===== src/rtl/rs232_rx_framed_if.sv =====
// Stream side of rs232_rx_framed: one received character plus its error flags per beat.
interface rs232_rx_framed_if #(
    parameter int DATA_BITS = 8
);
    logic [DATA_BITS-1:0] odata;
    logic [2:0]           oerror;
    logic                 ovalid;
    logic                 oready;

    modport master (output odata, output oerror, output ovalid, input oready);
    modport slave  (input odata, input oerror, input ovalid, output oready);
endinterface


===== src/rtl/rs232_rx_framed.sv =====
// Oversampled RS232 receiver with configurable framing, per-character error flags
// and a show-ahead FIFO whose fill level drives RTSn between frames.
module rs232_rx_framed #(
    parameter real CLOCK_FREQ = 133000000.0,
    parameter real BAUD_RATE  = 115200.0,
    parameter int  OVERSAMPLE = 16,
    parameter int  DATA_BITS  = 8,
    parameter int  PARITY     = 0,
    parameter int  STOP_BITS  = 1,
    parameter int  BUFFER     = 4,
    parameter int  RTS_LEVEL  = 2
) (
    input  logic              clock,
    input  logic              reset,
    input  logic              rxd_pin,
    output logic              rtsn_pin,
    output logic              overflow,
    rs232_rx_framed_if.master stream
);
    localparam int DIV   = int'(CLOCK_FREQ / (BAUD_RATE * OVERSAMPLE));
    localparam int DivW  = $clog2(DIV);
    localparam int SampW = $clog2(OVERSAMPLE);
    localparam int BitW  = $clog2(DATA_BITS);
    localparam int PtrW  = $clog2(BUFFER);
    localparam int CntW  = $clog2(BUFFER + 1);
    localparam int WordW = DATA_BITS + 3;

    generate
        if (DIV < 2 || OVERSAMPLE < 8 || (OVERSAMPLE % 2) != 0 || DATA_BITS < 5 || DATA_BITS > 9 ||
            PARITY < 0 || PARITY > 2 || STOP_BITS < 1 || STOP_BITS > 2 || BUFFER < 2 ||
            RTS_LEVEL < 1 || RTS_LEVEL > BUFFER) begin : gParamCheck
            $fatal(1, "rs232_rx_framed: illegal parameter combination");
        end
    endgenerate

    typedef enum logic [2:0] {IDLE, START, DATA, PAR, STOP1, STOP2, BRKWAIT} state_t;

    state_t               state_q, state_d;
    logic                 rxdMeta_q, rxdSync_q;
    logic [DivW-1:0]      divCnt_q, divCnt_d;
    logic [SampW-1:0]     sampCnt_q, sampCnt_d, sampNext;
    logic [1:0]           vote_q, vote_d;
    logic [DATA_BITS-1:0] shift_q, shift_d;
    logic [BitW-1:0]      bitCnt_q, bitCnt_d;
    logic                 allZero_q, allZero_d;
    logic                 parErr_q, parErr_d;
    logic                 frameErr_q, frameErr_d;
    logic                 pushReq_q, pushReq_d;
    logic [WordW-1:0]     pushWord_q, pushWord_d;
    logic                 tick, bitDecide, majority;

    logic [WordW-1:0]     mem_q [BUFFER];
    logic [PtrW-1:0]      wrPtr_q, rdPtr_q;
    logic [CntW-1:0]      count_q;
    logic                 rtsn_q, overflow_q;
    logic                 pop, full, pushOk;

    function automatic logic [PtrW-1:0] ptrInc(input logic [PtrW-1:0] p);
        return (p == PtrW'(BUFFER - 1)) ? '0 : p + 1'b1;
    endfunction

    // Tick numbering counts 1..OVERSAMPLE-1 then 0 at the bit boundary, so the vote window sits on mid-bit.
    assign tick      = (divCnt_q == DivW'(DIV - 1));
    assign sampNext  = (sampCnt_q == SampW'(OVERSAMPLE - 1)) ? '0 : sampCnt_q + 1'b1;
    assign bitDecide = tick && (sampNext == SampW'(OVERSAMPLE / 2 + 1));
    assign majority  = (vote_q[0] & vote_q[1]) | (vote_q[0] & rxdSync_q) | (vote_q[1] & rxdSync_q);

    always_ff @(posedge clock) begin
        if (reset) begin
            rxdMeta_q  <= 1'b1;
            rxdSync_q  <= 1'b1;
            state_q    <= IDLE;
            divCnt_q   <= '0;
            sampCnt_q  <= '0;
            vote_q     <= '0;
            shift_q    <= '0;
            bitCnt_q   <= '0;
            allZero_q  <= 1'b1;
            parErr_q   <= 1'b0;
            frameErr_q <= 1'b0;
            pushReq_q  <= 1'b0;
            pushWord_q <= '0;
        end else begin
            rxdMeta_q  <= rxd_pin;
            rxdSync_q  <= rxdMeta_q;
            state_q    <= state_d;
            divCnt_q   <= divCnt_d;
            sampCnt_q  <= sampCnt_d;
            vote_q     <= vote_d;
            shift_q    <= shift_d;
            bitCnt_q   <= bitCnt_d;
            allZero_q  <= allZero_d;
            parErr_q   <= parErr_d;
            frameErr_q <= frameErr_d;
            pushReq_q  <= pushReq_d;
            pushWord_q <= pushWord_d;
        end
    end

    always_comb begin
        state_d    = state_q;
        divCnt_d   = tick ? '0 : divCnt_q + 1'b1;
        sampCnt_d  = tick ? sampNext : sampCnt_q;
        vote_d     = vote_q;
        shift_d    = shift_q;
        bitCnt_d   = bitCnt_q;
        allZero_d  = allZero_q;
        parErr_d   = parErr_q;
        frameErr_d = frameErr_q;
        pushReq_d  = 1'b0;
        pushWord_d = pushWord_q;
        if (tick && sampNext == SampW'(OVERSAMPLE / 2 - 1)) vote_d[0] = rxdSync_q;
        if (tick && sampNext == SampW'(OVERSAMPLE / 2))     vote_d[1] = rxdSync_q;
        case (state_q)
            IDLE: begin
                if (!rxdSync_q) begin
                    state_d    = START;
                    divCnt_d   = '0;
                    sampCnt_d  = '0;
                    bitCnt_d   = '0;
                    allZero_d  = 1'b1;
                    parErr_d   = 1'b0;
                    frameErr_d = 1'b0;
                end
            end
            START: begin
                if (bitDecide) state_d = majority ? IDLE : DATA;
            end
            DATA: begin
                if (bitDecide) begin
                    shift_d   = {majority, shift_q[DATA_BITS-1:1]};
                    allZero_d = allZero_q & ~majority;
                    if (bitCnt_q == BitW'(DATA_BITS - 1)) state_d = (PARITY != 0) ? PAR : STOP1;
                    else                                  bitCnt_d = bitCnt_q + 1'b1;
                end
            end
            PAR: begin
                if (bitDecide) begin
                    allZero_d = allZero_q & ~majority;
                    parErr_d  = (PARITY == 1) ? ~(^shift_q ^ majority) : (^shift_q ^ majority);
                    state_d   = STOP1;
                end
            end
            STOP1: begin
                // A break ends the character at the first stop bit even with two stop bits configured.
                if (bitDecide) begin
                    if (allZero_q && !majority) begin
                        pushReq_d  = 1'b1;
                        pushWord_d = {3'b110, {DATA_BITS{1'b0}}};
                        state_d    = BRKWAIT;
                    end else begin
                        frameErr_d = ~majority;
                        if (STOP_BITS == 2) begin
                            state_d = STOP2;
                        end else begin
                            pushReq_d  = 1'b1;
                            pushWord_d = {1'b0, ~majority, parErr_q, shift_q};
                            state_d    = IDLE;
                        end
                    end
                end
            end
            STOP2: begin
                if (bitDecide) begin
                    pushReq_d  = 1'b1;
                    pushWord_d = {1'b0, frameErr_q | ~majority, parErr_q, shift_q};
                    state_d    = IDLE;
                end
            end
            BRKWAIT: begin
                if (rxdSync_q) state_d = IDLE;
            end
            default: state_d = IDLE;
        endcase
    end

    // A push into a full FIFO still lands when the consumer frees a slot in the same cycle.
    assign pop    = (count_q != '0) && stream.oready;
    assign full   = (count_q == CntW'(BUFFER));
    assign pushOk = pushReq_q && (!full || pop);

    always_ff @(posedge clock) begin
        if (reset) begin
            for (int i = 0; i < BUFFER; i++) mem_q[i] <= '0;
            wrPtr_q    <= '0;
            rdPtr_q    <= '0;
            count_q    <= '0;
            rtsn_q     <= 1'b1;
            overflow_q <= 1'b0;
        end else begin
            if (pushOk) begin
                mem_q[wrPtr_q] <= pushWord_q;
                wrPtr_q        <= ptrInc(wrPtr_q);
            end
            if (pop) rdPtr_q <= ptrInc(rdPtr_q);
            if (pushOk && !pop)      count_q <= count_q + 1'b1;
            else if (!pushOk && pop) count_q <= count_q - 1'b1;
            if (pushReq_q && !pushOk) overflow_q <= 1'b1;
            if (state_q == IDLE) rtsn_q <= (count_q >= CntW'(RTS_LEVEL));
        end
    end

    assign stream.odata  = mem_q[rdPtr_q][DATA_BITS-1:0];
    assign stream.oerror = mem_q[rdPtr_q][WordW-1:DATA_BITS];
    assign stream.ovalid = (count_q != '0);
    assign rtsn_pin      = rtsn_q;
    assign overflow      = overflow_q;
endmodule


===== src/flat_wrapper.sv =====
// flat-port wrapper written by rule: the top's interface ports become plain ports
module rs232_rx_framed_flat 
#(
    parameter real CLOCK_FREQ = 133000000.0,
    parameter real BAUD_RATE  = 115200.0,
    parameter int  OVERSAMPLE = 16,
    parameter int  DATA_BITS  = 8,
    parameter int  PARITY     = 0,
    parameter int  STOP_BITS  = 1,
    parameter int  BUFFER     = 4,
    parameter int  RTS_LEVEL  = 2
)
  (clock, reset, rxd_pin, rtsn_pin, overflow, stream_odata, stream_oerror, stream_ovalid, stream_oready);
  rs232_rx_framed_if #(.DATA_BITS(DATA_BITS)) stream_i ();
  input  logic clock;
  input  logic reset;
  input  logic rxd_pin;
  output logic rtsn_pin;
  output logic overflow;
  output wire logic [$bits(stream_i.odata)-1:0] stream_odata;
  output wire logic [$bits(stream_i.oerror)-1:0] stream_oerror;
  output wire logic [$bits(stream_i.ovalid)-1:0] stream_ovalid;
  input wire logic [$bits(stream_i.oready)-1:0] stream_oready;
  assign stream_odata = stream_i.odata;
  assign stream_oerror = stream_i.oerror;
  assign stream_ovalid = stream_i.ovalid;
  assign stream_i.oready = stream_oready;
  rs232_rx_framed #(.CLOCK_FREQ(CLOCK_FREQ), .BAUD_RATE(BAUD_RATE), .OVERSAMPLE(OVERSAMPLE), .DATA_BITS(DATA_BITS), .PARITY(PARITY), .STOP_BITS(STOP_BITS), .BUFFER(BUFFER), .RTS_LEVEL(RTS_LEVEL)) u_core (.clock(clock), .reset(reset), .rxd_pin(rxd_pin), .rtsn_pin(rtsn_pin), .overflow(overflow), .stream(stream_i));
endmodule

===== config.mk =====
export PLATFORM = sky130hd
export DESIGN_NAME = rs232_rx_framed_flat
export DESIGN_NICKNAME = d
export VERILOG_FILES = /design/src/rtl/rs232_rx_framed_if.sv /design/src/rtl/rs232_rx_framed.sv /design/src/flat_wrapper.sv
export SDC_FILE = /design/constraint.sdc
export NUM_CORES = 1
export LEC_CHECK = 0
export ABC_AREA = 1
export ABC_CLOCK_PERIOD_IN_PS = 2200
export CAP_MARGIN = 20
export CORE_MARGIN = 4
export CORE_UTILIZATION = 54
export DETAILED_ROUTE_END_ITERATION = 8
export PLACE_DENSITY = 0.84
export RECOVER_POWER = 100
export REMOVE_ABC_BUFFERS = 1
export SLEW_MARGIN = 20
export SYNTH_ARGS = -nofsm -noshare
export SYNTH_HDL_FRONTEND = slang
export SYNTH_SLANG_ARGS = --single-unit

===== constraint.sdc =====
create_clock -name clock -period 2.2 [get_ports clock]
set_input_delay 0.44 -clock clock [delete_from_list [all_inputs] [get_ports clock]]
set_output_delay 0.44 -clock clock [all_outputs]
set_load 0.01 [all_outputs]

# [After elaboration in Yosys (flattened, before gate mapping)]
# Memories as Yosys holds them, arrays and structs flattened. A register that Yosys moved wholly into a read port is not among the register bits.
# Cells that the tools add are included.
[totals] register_bits=53 latchBits=0 ram_bits=44 rom_bits=0 inputBits=4 out_inout_bits=14 wordCells=148 mem_count=1
[classes] addsub=7 multipliers=0 div_mod_pow=0 order_cmp=1 eq_ne=26 shifts=0 muxes=50 bitwise_logic=10 reduce_logical=34
[mem_list] memory="u_core.mem_q" depth=4 word_bits=11 read_ports=1 rd_clocked_by_memory_dff=1 write_ports=4 line="rs232_rx_framed.sv:52" source="logic [WordW-1:0] mem_q [BUFFER];"
[op_table] cell="11-bit 2-to-1 mux" n=4
[op_table] cell="3-bit 2-to-1 mux" n=14
[op_table] cell="11-bit one-hot mux with 2 select lines" n=1
[op_table] cell="7-bit 2-to-1 mux" n=3
[op_table] cell="3-bit one-hot mux with 7 select lines" n=1
[op_table] cell="4-bit 2-to-1 mux" n=4
[op_table] cell="2-bit by 1-bit inequality test with 1-bit output, second input constant" n=8
[op_table] cell="3-bit == test, second input constant" n=5
[op_table] cell="1-bit 2-to-1 mux" n=13
[op_table] cell="4-bit == test, second input constant" n=3
[op_table] cell="2-bit 2-to-1 mux" n=6
[op_table] cell="2-bit nonzero test" n=6
[op_table] cell="11-bit OR reduction" n=1
[op_table] cell="1-bit logical AND" n=9
[op_table] cell="3-bit AND reduction" n=3
[op_table] cell="4-bit AND reduction" n=2
[op_table] cell="8-bit AND reduction" n=1
[op_table] cell="8-bit parity" n=1
[op_table] cell="7-bit by 1-bit adder with 7-bit output, second input constant" n=1
[op_table] cell="7-bit == test, second input constant" n=1
[op_table] cell="3-bit by 1-bit adder with 3-bit output, second input constant" n=2
[op_table] cell="3-bit by 2-bit == test with 1-bit output, second input constant" n=2
[op_table] cell="2-bit inequality test, second input constant" n=3
[op_table] cell="1-bit one-hot mux with 2 select lines" n=3
[op_table] cell="18 further kinds" n=31

# [Logic depth before layout (Yosys ltp)]
[depth] word_depth=9 mapped_depth=11 ltp_nobuf=10

# [Worst setup path after synthesis]
# OpenSTA, ideal clock, no wires.
[synth_path] path_type="reg2reg" startpoint="reg u_core.count_q[0]" endpoint="mem u_core.mem_q[3][0] (netlist name), enable pin" setup_time_ps=393 arrival_ps=1691 required_time_ps=1807 setup_slack_ps=116 stages_incl_launch_ff=6 n_path_buf=0 path_cell_list="dfxtp_1 > nor2_1 > a31oi_2 > nand2_1 > nor2_1 > nor3_1"
[synth_lines] item="start, declared" line="rs232_rx_framed.sv:54" source="logic [CntW-1:0] count_q;"
[synth_lines] item="start signal, assigned" line="rs232_rx_framed.sv:196" source="if (pushOk && !pop) count_q <= count_q + 1'b1;"
[synth_lines] item="start signal, assigned" line="rs232_rx_framed.sv:197" source="else if (!pushOk && pop) count_q <= count_q - 1'b1;"
[synth_lines] item="end, declared" line="rs232_rx_framed.sv:52"

# [Worst setup path in the final report]
[layout_path] startpoint="reg u_core.count_q[0]" endpoint="out stream_ovalid"
[layout_between] elab_chain_cells=1
[layout_lines] item="3-bit nonzero test" line="rs232_rx_framed.sv:205" source="assign stream.ovalid = (count_q != '0);"
[layout_lines] item="end, declared" line="flat_wrapper.sv:22" source="output wire logic [$bits(stream_i.ovalid)-1:0] stream_ovalid;"
# No other way between the ends.

==> results <==
-- synthesized netlist by cell type, types with 3 or more instances --
library cell / number
nand3_1: 29
inv_1: 58
nor2_1: 102
clkbuf_1: 11
o22ai_1: 12
nand2_1: 97
nand4_1: 5
nand3b_1: 3
o21ai_1: 3
o21ai_0: 42
inv_2: 3
ha_1: 10
dfxtp_1: 55
a21oi_1: 34
nor2_2: 3
edfxtp_1: 44
nor2_4: 3
buf_2: 3
xor2_1: 5
nor3_1: 4
-- cells by family (layout without fill, tap and decap cells) --
family / count (synthesis) / count (layout) / synth area share (%)
xor gates and xnor gates: 5 / 5 / 0.964
and+or+nand+nor: 254 / 254 / 24.2
adders and majority gates: 11 / 11 / 3.19
buffers and inverters: 77 / 112 / 6.77
AOI/OAI and AO/OA: 97 / 97 / 11.6
DFF: 99 / 99 / 53.3
-- layout make-up --
cell class / count / area [um2]
timing repair inverter: 1 / 7.51
inverter: 61 / 229
fill: 689 / 3160
sequential: 99 / 2430
timing repair buffer: 34 / 284
tap: 105 / 131
clock inverter: 7 / 58.8
multi-input combinational: 367 / 1800
clock buffer: 9 / 124
-- layout by cell type (no fill, tap or decap), drive strengths merged, types with 2 or more instances in the layout --
| cell | synthesis | layout |
|---|---|---|
| buf | 5 | 7 |
| clkinvlp | 0 | 2 |
| nand2 | 99 | 99 |
| nor2 | 108 | 108 |
| inv | 61 | 65 |
| dlygate4sd3 | 0 | 4 |
| nand3 | 31 | 31 |
| clkdlybuf4s50 | 0 | 2 |
| xor2 | 5 | 5 |
| a21oi | 35 | 35 |
| nor3 | 5 | 5 |
| nand4 | 5 | 5 |
| clkinv | 0 | 2 |
| edfxtp | 44 | 44 |
| dlymetal6s4s | 0 | 3 |
| o21ai | 46 | 46 |
| dfxtp | 55 | 55 |
| ha | 10 | 10 |
| dlygate4sd2 | 0 | 5 |
| nand3b | 3 | 3 |
| or2 | 3 | 3 |
| clkbuf | 11 | 20 |
| dlymetal6s2s | 0 | 2 |
| o22ai | 12 | 12 |
-- routing by layer --
layer	up-vias	routed length, um
li1	1840	-
met1	1692	3850
met2	103	4540
met3	19	436
met4	0	189
met5	-	0
-- worst min path at each step --
stage | from | end | slack [ns] | cells after the start
detailed placement | u_core.rxdMeta_q | u_core.rxdSync_q | 0.40 | 1
global placement | u_core.rxdMeta_q | u_core.rxdSync_q | 0.39 | 1
global route | u_core.rxdMeta_q | u_core.rxdSync_q | 0.43 | 1
CTS | u_core.rxdMeta_q | u_core.rxdSync_q | 0.42 | 1
floorplan | u_core.rxdMeta_q | u_core.rxdSync_q | 0.39 | 1
finish | u_core.rxdMeta_q | u_core.rxdSync_q | 0.42 | 1
-- flip-flops by register name, indices dropped and copies added (netlist names), named ones only --
register	flops
u_core.rtsn_pin	1
u_core.overflow	1
u_core.count_q	3
u_core.rdPtr_q	2
u_core.divCnt_q	7
u_core.frameErr_q	1
u_core.vote_q	2
u_core.pushReq_q	1
u_core.wrPtr_q	2
u_core.rxdMeta_q	1
u_core.allZero_q	1
u_core.mem_q	44
u_core.pushWord_q	11
u_core.rxdSync_q	1
u_core.bitCnt_q	3
u_core.shift_q	8
u_core.parErr_q	1
u_core.sampCnt_q	4
u_core.state_q	3
-- timing repair --
item	in CTS	in global routing
endpoints found under the hold margin	0	0
gates resized for setup	10	9
pin swaps	0	0
gates cloned	1	0
setup endpoints to repair	11	8
setup buffers	0	0
-- where the power goes --
group          internal (mW)  switching, mW  leakage [nW]
clock                  0.432          0.660        0.0940
combinational          0.363          0.452          1.05
sequential              2.02         0.0952         0.887
total                   2.81           1.21          2.03
==> results.cfg <==
[status]
status = completed

[worst_setup_path]
crit_buf_inv = 1
regToRegEndpoint = u_core.count_q[2]
worstPathRequired_ns = 1.76
r2r_start = u_core.count_q[0]
critPathCaptureType = output port
critPathSlowestCell = dlygate4sd3_1
worst-path-stages = 3
path_max_fanout = 4
path_cells = nor2_2, nand2_1, dlygate4sd3_1
critPathTopFamily = buffers and inverters
worst-r2r-cell-count = 10
path_class = flop to output port
crit_path_start = u_core.count_q[0]
crit_arrival_ns = 1.61
critPathMaxStageDelay_ns = 0.61
endpoint = stream_ovalid
start_kind = flop
ff2ff_setup_slack_ns = 0.23

[drt]
wl_per_cell_um = 13.2
remaining_drc_errors = 0
first_pass_iters = 5
wl_um = 9010
viasPerCell = 5.35
vias = 3654
drtIter0Drc = 231
ant_nets = 0

[floorplanning]
die_w_um = 99.7
row_count = 33
start_util_pct = 55.3
io_pins = 18
core-area_mm2 = 0.00822
dieArea_mm2 = 0.00995
die_y_um = 99.7

[power]
power_mw = 4.02
p_leak_nw = 2.03
peakVddDrop_v = 0.000397
p_per_area_mw_per_mm2 = 794

[finish]
drive_gt1_share_pct = 8.13
diodes = 0
final_util_pct = 61.6
stdcell_count = 683
fin_nets = 588
areaGrowthSynthToFinish_pct = 11.4
final_area_mm2 = 0.00506

[hold_path]
hp-class = flop to flop

[timing]
fin_skew_ns = 0.0159
finalCriticalPeriod_ns = 2.05
fin_crit_sh_pct = 93.4
setup_ws_ns = 0.146
finalMaxSlewViolations = 0
slew_headroom_pct = 62.2
clock.fmax_ghz = 0.487
worst_pin_slew_ns = 0.567
tns_ns = 0
hold_viol_final = 0
setup_viol = 0
hold_ws_ns = 0.421
rsz0062_at_grt = false

[global_route]
grt_usage_pct = 19.1
grtUsageMet2_pct = 33.0
grt_pass1_vias = 3512
globalRoute.busiestLayer = met2
grt_use_met1_pct = 23.2
grt_use_met3_pct = 3.58
grt_pass1_wl_um = 15400
grt_overflow = 0
antenna_found_initial = 0
grt_max_degree = 27

[logic_synthesis]
postSynthAreaPerCell_um2 = 8.37
yosysWarnings = 0
yosysTopAreaCell = edfxtp_1
syn_inst = 543
yosysTopAreaCellShare_pct = 29.1
async_flop_share_pct = 0
synthesis.area_mm2 = 0.00454
ys_seq_area_share_pct = 53.3
synth_edf_count = 44
synth.area.top_cells = edfxtp_1 29%, dfxtp_1 24%, nor2_1 8.4%, nand2_1 8.0%, inv_1 4.8%
ys_types = 34
ys_ff_latch = 99
ys.flop_type = dfxtp_1

[placed_design]
place_area_mm2 = 0.00493
post-place-cells = 666
place_ws_ns = -0.244
dp_hpwl_um = 6500
place.gp.congestion = 0.913
port_buffers = 17

[clock_network]
insertion_delay_ns = 0.37
cts_max_path_buffers = 2
hold_buffers = 0
cts_buffers = 9
clock-root-buffer = clkbuf_8
cts_tree = built
cts.clk_slew.worst_paths_ns = 0.10
cts.htree.levels = 3
cts.sinks = 99

[job]
drv.max_cap_violation_count = 0
Power figures use the tool's default switching activity.
